### src/rtl/dpram_pkg.sv
// Shared sizing for the 16x8 dual-port RAM and the FIFO controller that sequences it.
// The pointer type carries one extra wrap bit above the RAM address.
package dpram_pkg;

    localparam int RAM_WIDTH = 8;
    localparam int RAM_DEPTH = 16;
    localparam int ADDR_SZ   = 4;

    typedef logic [ADDR_SZ:0] ptr_t;

    // Occupancy from wrap-bit pointers; modulo arithmetic makes wrap-around free.
    function automatic ptr_t ptr_count(input ptr_t wp, input ptr_t rp);
        return wp - rp;
    endfunction

endpackage

### src/rtl/dpram_fifo_ctrl.sv
// FIFO controller for the dual-port RAM: wrap-bit pointers, occupancy flags,
// registered almost-full, sticky overflow/underflow and a read-valid strobe.
module dpram_fifo_ctrl
    import dpram_pkg::*;
#(
    parameter int RAM_DEPTH = dpram_pkg::RAM_DEPTH,
    parameter int ADDR_SZ   = dpram_pkg::ADDR_SZ,
    parameter int AFULL_LVL = 12
) (
    input  logic               clk,
    input  logic               rst_n,
    input  logic               push,
    input  logic               pop,
    input  logic               flush,
    input  logic               clr_err,
    output logic               ram_write,
    output logic [ADDR_SZ-1:0] ram_wr_address,
    output logic               ram_read,
    output logic [ADDR_SZ-1:0] ram_rd_address,
    output logic               rd_valid,
    output logic               full,
    output logic               empty,
    output logic               afull,
    output logic [ADDR_SZ:0]   count,
    output logic               ovf,
    output logic               udf
);

    localparam logic [ADDR_SZ:0] AFULL_CNT = (ADDR_SZ+1)'(AFULL_LVL);
    localparam logic [ADDR_SZ:0] PTR_ONE   = (ADDR_SZ+1)'(1);

    logic [ADDR_SZ:0] wp_q, wp_d;
    logic [ADDR_SZ:0] rp_q, rp_d;
    logic [ADDR_SZ:0] count_d;
    logic             ovf_q, ovf_d;
    logic             udf_q, udf_d;
    logic             rd_valid_q, rd_valid_d;
    logic             afull_q, afull_d;
    logic             run_q;

    logic             empty_s;
    logic             full_s;
    logic             push_ok;
    logic             pop_ok;
    logic             push_err;
    logic             pop_err;

    assign empty_s = (wp_q == rp_q);
    assign full_s  = (wp_q[ADDR_SZ] != rp_q[ADDR_SZ]) &&
                     (wp_q[ADDR_SZ-1:0] == rp_q[ADDR_SZ-1:0]);

    // run_q holds requests off for the first edge after reset release.
    assign push_ok  = run_q & push & ~full_s  & ~flush;
    assign pop_ok   = run_q & pop  & ~empty_s & ~flush;
    assign push_err = run_q & push & full_s;
    assign pop_err  = run_q & pop  & empty_s;

    always_comb begin
        wp_d       = wp_q + (push_ok ? PTR_ONE : '0);
        rp_d       = rp_q + (pop_ok  ? PTR_ONE : '0);
        rd_valid_d = pop_ok;
        ovf_d      = ovf_q;
        udf_d      = udf_q;

        if (clr_err) begin
            ovf_d = 1'b0;
            udf_d = 1'b0;
        end
        if (push_err) begin
            ovf_d = 1'b1;
        end
        if (pop_err) begin
            udf_d = 1'b1;
        end

        if (flush) begin
            wp_d       = '0;
            rp_d       = '0;
            ovf_d      = 1'b0;
            udf_d      = 1'b0;
            rd_valid_d = 1'b0;
        end

        count_d = wp_d - rp_d;
        afull_d = (count_d >= AFULL_CNT);
    end

    always_ff @(posedge clk or negedge rst_n) begin
        if (!rst_n) begin
            wp_q       <= '0;
            rp_q       <= '0;
            ovf_q      <= 1'b0;
            udf_q      <= 1'b0;
            rd_valid_q <= 1'b0;
            afull_q    <= 1'b0;
            run_q      <= 1'b0;
        end else begin
            wp_q       <= wp_d;
            rp_q       <= rp_d;
            ovf_q      <= ovf_d;
            udf_q      <= udf_d;
            rd_valid_q <= rd_valid_d;
            afull_q    <= afull_d;
            run_q      <= 1'b1;
        end
    end

    assign ram_write      = push_ok;
    assign ram_wr_address = wp_q[ADDR_SZ-1:0];
    assign ram_read       = pop_ok;
    assign ram_rd_address = rp_q[ADDR_SZ-1:0];

    assign rd_valid = rd_valid_q;
    assign full     = full_s;
    assign empty    = empty_s;
    assign afull    = afull_q;
    assign count    = wp_q - rp_q;
    assign ovf      = ovf_q;
    assign udf      = udf_q;

endmodule

### config.mk
export PLATFORM = sky130hd
export DESIGN_NAME = dpram_fifo_ctrl
export DESIGN_NICKNAME = d
export VERILOG_FILES = /design/src/rtl/dpram_pkg.sv /design/src/rtl/dpram_fifo_ctrl.sv
export SDC_FILE = /design/constraint.sdc
export NUM_CORES = 1
export LEC_CHECK = 0
export ABC_AREA = 0
export CORE_MARGIN = 5
export CORE_UTILIZATION = 43
export CTS_CLUSTER_SIZE = 14
export DETAILED_ROUTE_END_ITERATION = 8
export HOLD_SLACK_MARGIN = 0.05
export PLACE_DENSITY = 0.75
export SETUP_SLACK_MARGIN = 0.2
export SLEW_MARGIN = 15
export SYNTH_ARGS = -nofsm -noshare
export SYNTH_HDL_FRONTEND = slang
export SYNTH_SLANG_ARGS = --single-unit
### constraint.sdc
create_clock -name clk -period 2.9 [get_ports clk]
set_input_delay 0.435 -clock clk [delete_from_list [all_inputs] [get_ports clk]]
set_output_delay 0.435 -clock clk [all_outputs]
set_load 0.01 [all_outputs]
== Word-level counts from Yosys, hierarchy flattened ==
Cells that the tools add are included.
W data, S select, Z words.

* Register bits: 15
* Bits of input ports: 6
* Output and inout port bits: 21
* Logic and storage cells: 39

* Add/subtract/negate cells: 4
* $lt $le $gt $ge: 1
* Eq/ne operators: 3
* Mux-type cells: 10
* Bitwise operators: 11
* Reductions and logical operators: 3

{| class="wikitable"
|+ Operator list
! cell !! number
|-
| $add A5 B1 Y5 || 2
|-
| $mux W5 || 2
|-
| $sub A5 B5 Y5 || 2
|-
| $and A1 B1 Y1 || 8
|-
| $mux W1 || 8
|-
| $reduce_bool A3 Y1 || 2
|-
| $eq A5 B5 Y1 || 1
|-
| $ge A5 B4 Y1 const B || 1
|-
| $eq A4 B4 Y1 || 1
|-
| $not A1 Y1 || 3
|-
| $logic_and A1 B1 Y1 || 1
|-
| $ne A1 B1 Y1 || 1
|}

== Depth between registers and ports, before layout ==
* Word-level depth: 10
* Gate-level depth with buffers: 15

== Worst setup path before layout ==
Ideal clock, no wire load.

* Path kind: register -> register
* Start: register rp_q[2]
* End: register afull_q (netlist: afull)
* Data arrival time: 3.131 ns
* Slack: -0.307 ns
* Stages on the path, launching flop included: 15
* Path buffers: 0
* Period minus slack after synthesis: 3.207 ns
* Cells stage by stage: dfrtp_1 > inv_1 > ha_1 > nand4_1 > nor2_1 > nor4bb_1 > ha_1 > ha_1 > xor2_1 > nand2b_1 > ha_1 > a21o_1 > a21oi_1 > xnor3_1 > o21ai_1

* Elaborated cells on any way between the ends: 17
* Classes of those cells: add/sub: 3; order compare: 1; eq/ne: 2; mux: 4; bitwise: 6; reduce/logical: 1

{| class="wikitable"
|+ RTL lines
! what !! line !! RTL
|-
| start, declared || dpram_fifo_ctrl.sv:33 || <nowiki>logic [ADDR_SZ:0] rp_q, rp_d;</nowiki>
|-
| start signal, assigned || dpram_fifo_ctrl.sv:99 || <nowiki>rp_q <= rp_d;</nowiki>
|-
| $eq A5 B5 Y1 || dpram_fifo_ctrl.sv:48 || <nowiki>assign empty_s = (wp_q == rp_q);</nowiki>
|-
| net empty || dpram_fifo_ctrl.sv:22 || <nowiki>output logic empty,</nowiki>
|-
| $not A1 Y1 || dpram_fifo_ctrl.sv:54 || <nowiki>assign pop_ok = run_q & pop & ~empty_s & ~flush;</nowiki>
|-
| $and A1 B1 Y1 (2 in series) || dpram_fifo_ctrl.sv:54 ||
|-
| net ram_read || dpram_fifo_ctrl.sv:18 || <nowiki>output logic ram_read,</nowiki>
|-
| $mux W1 || dpram_fifo_ctrl.sv:60 || <nowiki>rp_d = rp_q + (pop_ok ? PTR_ONE : '0);</nowiki>
|-
| $add A5 B1 Y5 || dpram_fifo_ctrl.sv:60 ||
|-
| $mux W5 || dpram_fifo_ctrl.sv:76 || <nowiki>if (flush) begin</nowiki>
|-
| $sub A5 B5 Y5 || dpram_fifo_ctrl.sv:84 || <nowiki>count_d = wp_d - rp_d;</nowiki>
|-
| $ge A5 B4 Y1 || dpram_fifo_ctrl.sv:85 || <nowiki>afull_d = (count_d >= AFULL_CNT);</nowiki>
|-
| net afull_d || dpram_fifo_ctrl.sv:38 || <nowiki>logic afull_q, afull_d;</nowiki>
|-
| end signal, assigned || dpram_fifo_ctrl.sv:103 || <nowiki>afull_q <= afull_d;</nowiki>
|-
| end, declared || dpram_fifo_ctrl.sv:38 ||
|}

The timed path passes the listed nets, and every way through them passes these cells.
A chain may end at the register's enable or synchronous reset.

== Worst setup path in the final report ==
* Start: register rp_q[3]
* End: register afull_q (netlist: afull)

* Cells in the longest elaborated chain, start to end: 10
* Elaborated cells on any way between the ends: 17
* Classes of those cells: add/sub: 3; order compare: 1; eq/ne: 2; mux: 4; bitwise: 6; reduce/logical: 1

{| class="wikitable"
|+ Ends and longest elaborated chain
! what !! line !! RTL
|-
| $eq A4 B4 Y1 || dpram_fifo_ctrl.sv:50 || <nowiki>(wp_q[ADDR_SZ-1:0] == rp_q[ADDR_SZ-1:0]);</nowiki>
|-
| $logic_and A1 B1 Y1 || dpram_fifo_ctrl.sv:49 || <nowiki>assign full_s = (wp_q[ADDR_SZ] != rp_q[ADDR_SZ]) &&</nowiki>
|-
| $not A1 Y1 || dpram_fifo_ctrl.sv:53 || <nowiki>assign push_ok = run_q & push & ~full_s & ~flush;</nowiki>
|-
| $and A1 B1 Y1 (2 in series) || dpram_fifo_ctrl.sv:53 ||
|-
| $mux W1 || dpram_fifo_ctrl.sv:59 || <nowiki>wp_d = wp_q + (push_ok ? PTR_ONE : '0);</nowiki>
|-
| $add A5 B1 Y5 || dpram_fifo_ctrl.sv:59 ||
|-
| $mux W5 || dpram_fifo_ctrl.sv:76 ||
|-
| net wp_d[3] || dpram_fifo_ctrl.sv:32 || <nowiki>logic [ADDR_SZ:0] wp_q, wp_d;</nowiki>
|-
| $sub A5 B5 Y5 || dpram_fifo_ctrl.sv:84 ||
|-
| $ge A5 B4 Y1 || dpram_fifo_ctrl.sv:85 ||
|-
| net afull_d || dpram_fifo_ctrl.sv:38 ||
|}

The timed path passes the listed nets, and every way through them passes these cells.

==> run metrics <==
status finished, final reports clean; cell row count 17; Initial DRC Count 42; Hold Worst Slack 0.531 ns; peak supply drop 0.214 mV; max-cap viol count 0; largest net degree at the start of global routing 16; Nets 177; Slew headroom 0.531; fin util 0.789; gr ovfl total 0; GRT Overall Usage 0.158; Post-synth EDFFs 0; CTS tree yes; CP Max Fanout 3; final hold vios 0; first-pass GRT wire length 4100 um; final instance area 1780 um2; period utilization 0.982; detailed-route via count 889; Final Skew 0.00559 ns; share of post-route cells with drive strength above 1 0.423; R2R cell count 14; Layout fillers 144; crit path capture afull; mean post-synth cell area 10.1 um2; # diodes 0; CTS Buf Count 3; initial antenna violation count 0; flop-to-flop setup slack 0.05 ns; sequential area share after synthesis 0.363; CP required 3.11 ns; Synth Flop Type dfrtp_1; residual DRC count 0; Core Box Area 2250 um2; Initial DRT Pass Iterations 4; crit start category flop; worst flop-to-flop path startpoint rp_q[3]; Synth top area share 0.363; slew at the pin closest to its max-slew limit 0.701 ns; vias per cell 4.83; dpl hpwl 1920 um; Design Power 0.414 mW; CTS max path bufs 2; kind of critical path flop to flop; Routed wire per std cell 16.3 um; Async S/R FF share, synth 1.00; worst-skew pair later-pin latency 0.28 ns; top cells by area, synth dfrtp_1, ha_1, xor2_1; Worst Path Arrival 3.06 ns; DRT Wirelength 3000 um; dpl cell area 1480 um2; clk sinks 15; die height 59.0 um; top cells by count, synth inv_1, dfrtp_1, ha_1; final worst slack 0.0524 ns; GPL Wtd Cong 0.873; CTS root buf clkbuf_4; fin. max-slew vios 0; yosys warns 0; Mapped Nets 122; die width 59.0 um; Hold Crit Class flop to flop; register bit total from synthesis 15; DRT antenna net count 0; synth unique cells 25; Synth Cell Area 1030 um2; minimum clock period 2.85 ns; unrepaired setup endpoints after global routing yes; io pins 27; FMAX 0.351 GHz; Worst R2R End afull; Clock transition at path regs 0.09 ns; Die ar. 3480 um2; LEAKAGE 0.898 nW; Critical Path Source rp_q[3]; Layout area overhead 72.0%; Pwr Density 233 nW/um2; Mapped Cells 102; pre-CTS WS -0.0645 ns; H-tree level count 1; Hold-fix buffers, CTS 0; Final setup viols 0; Port Buffers 26; number of global-route vias before repair 878; area leader, netlist dfrtp_1; initial core utilization 0.458; cell with the most instances after synthesis inv_1; element type at the critical path end flop
sequential cells by signal, indices dropped and copies added, names as in the netlist:
signal / cells
rp_q: 5
wp_q: 5
afull: 1
ovf: 1
rd_valid: 1
run_q: 1
udf: 1
area by class of cell:
class | instances | area [um2] | share of cell area
clock buffers | 4 | 26.3 | 0.0148
inverters | 16 | 60.1 | 0.0338
multi-input cells | 62 | 737 | 0.414
flip-flops and latches | 15 | 377 | 0.212
well taps | 28 | 35.0 | 0.0197
repair buffers | 59 | 543 | 0.305
power breakdown:
group / leakage (nW) / total (mW) / internal, mW / switching, mW
sequential: 0.204 / 0.215 / 0.212 / 0.00242
clock: 0.0150 / 0.120 / 0.0533 / 0.0663
combinational: 0.679 / 0.0798 / 0.0444 / 0.0354
total: 0.898 / 0.414 / 0.310 / 0.104
cell families (layout without fill, tap and decap cells):
group | count (synthesis) | count (layout) | synth area share
buf+inv | 25 | 79 | 0.120
simple gates | 24 | 24 | 0.143
flops | 15 | 15 | 0.363
fa+ha+maj | 14 | 14 | 0.184
xor+xnor | 13 | 13 | 0.123
compound gates | 10 | 10 | 0.0630
other cells | 1 | 1 | 0.00363
how the worst min path moves through the flow:
stage,to,depth (start not counted),startpoint
floorplan,afull,0,rst_n
global placement,udf,2,udf
detailed placement,udf,2,udf
CTS,udf,2,udf
global route,udf,2,udf
finish,udf,2,udf
cells in the final DEF (no fill, tap or decap), types with 2 or more instances in the layout:
| cell | Yosys | final |
|---|---|---|
| xor2_1 | 7 | 7 |
| nand3_1 | 3 | 3 |
| inv_1 | 16 | 12 |
| clkbuf_4 | 0 | 3 |
| inv_2 | 0 | 4 |
| dlymetal6s2s_1 | 0 | 4 |
| nand2b_1 | 4 | 2 |
| nor2_1 | 5 | 2 |
| buf_6 | 0 | 7 |
| nor2_2 | 2 | 3 |
| a32oi_1 | 2 | 2 |
| nand2b_4 | 0 | 2 |
| ha_4 | 0 | 8 |
| xnor2_1 | 5 | 4 |
| ha_2 | 0 | 2 |
| clkdlybuf4s50_1 | 0 | 21 |
| dfrtp_1 | 15 | 14 |
| a21o_1 | 3 | 3 |
| ha_1 | 12 | 2 |
| a21oi_1 | 4 | 3 |
| nor4bb_4 | 0 | 2 |
| nor2_4 | 0 | 2 |
| buf_4 | 8 | 26 |
per-stage QoR:
stage	cells	setup TNS, ns
2_1_floorplan	102	-0.0142
3_3_place_gp	162	0
3_5_place_dp	162	-0.0645
4_1_cts	178	0
5_1_grt	184	-0.145
6_report	184	0
routing by layer:
metal  track usage  vias to the layer above  wire (um)
li1              -                      429          -
met4        0.0485                        0         45
met3        0.0109                        4         89
met2         0.289                       17       1620
met1         0.196                      439       1240
met5             0                        -          0
what timing repair did:
action,4_1_cts,5_1_grt
pin swaps,12,16
resized for setup,11,18
setup buffers,12,6
endpoints found under the setup margin,3,5
worst max-delay path: stages (launching register included):
cell and delay (ns):
dfrtp_1 0.39, inv_2 0.08, ha_4 0.21, nand4_1 0.18
nor2b_2 0.09, nor4bb_4 0.34, ha_2 0.27, buf_4 0.12
nand3_1 0.09, xor2_1 0.18, nor2_2 0.07, ha_1 0.33
a21oi_2 0.13, xnor3_1 0.20, o21ai_1 0.08
Power figures use the tool's default switching activity.
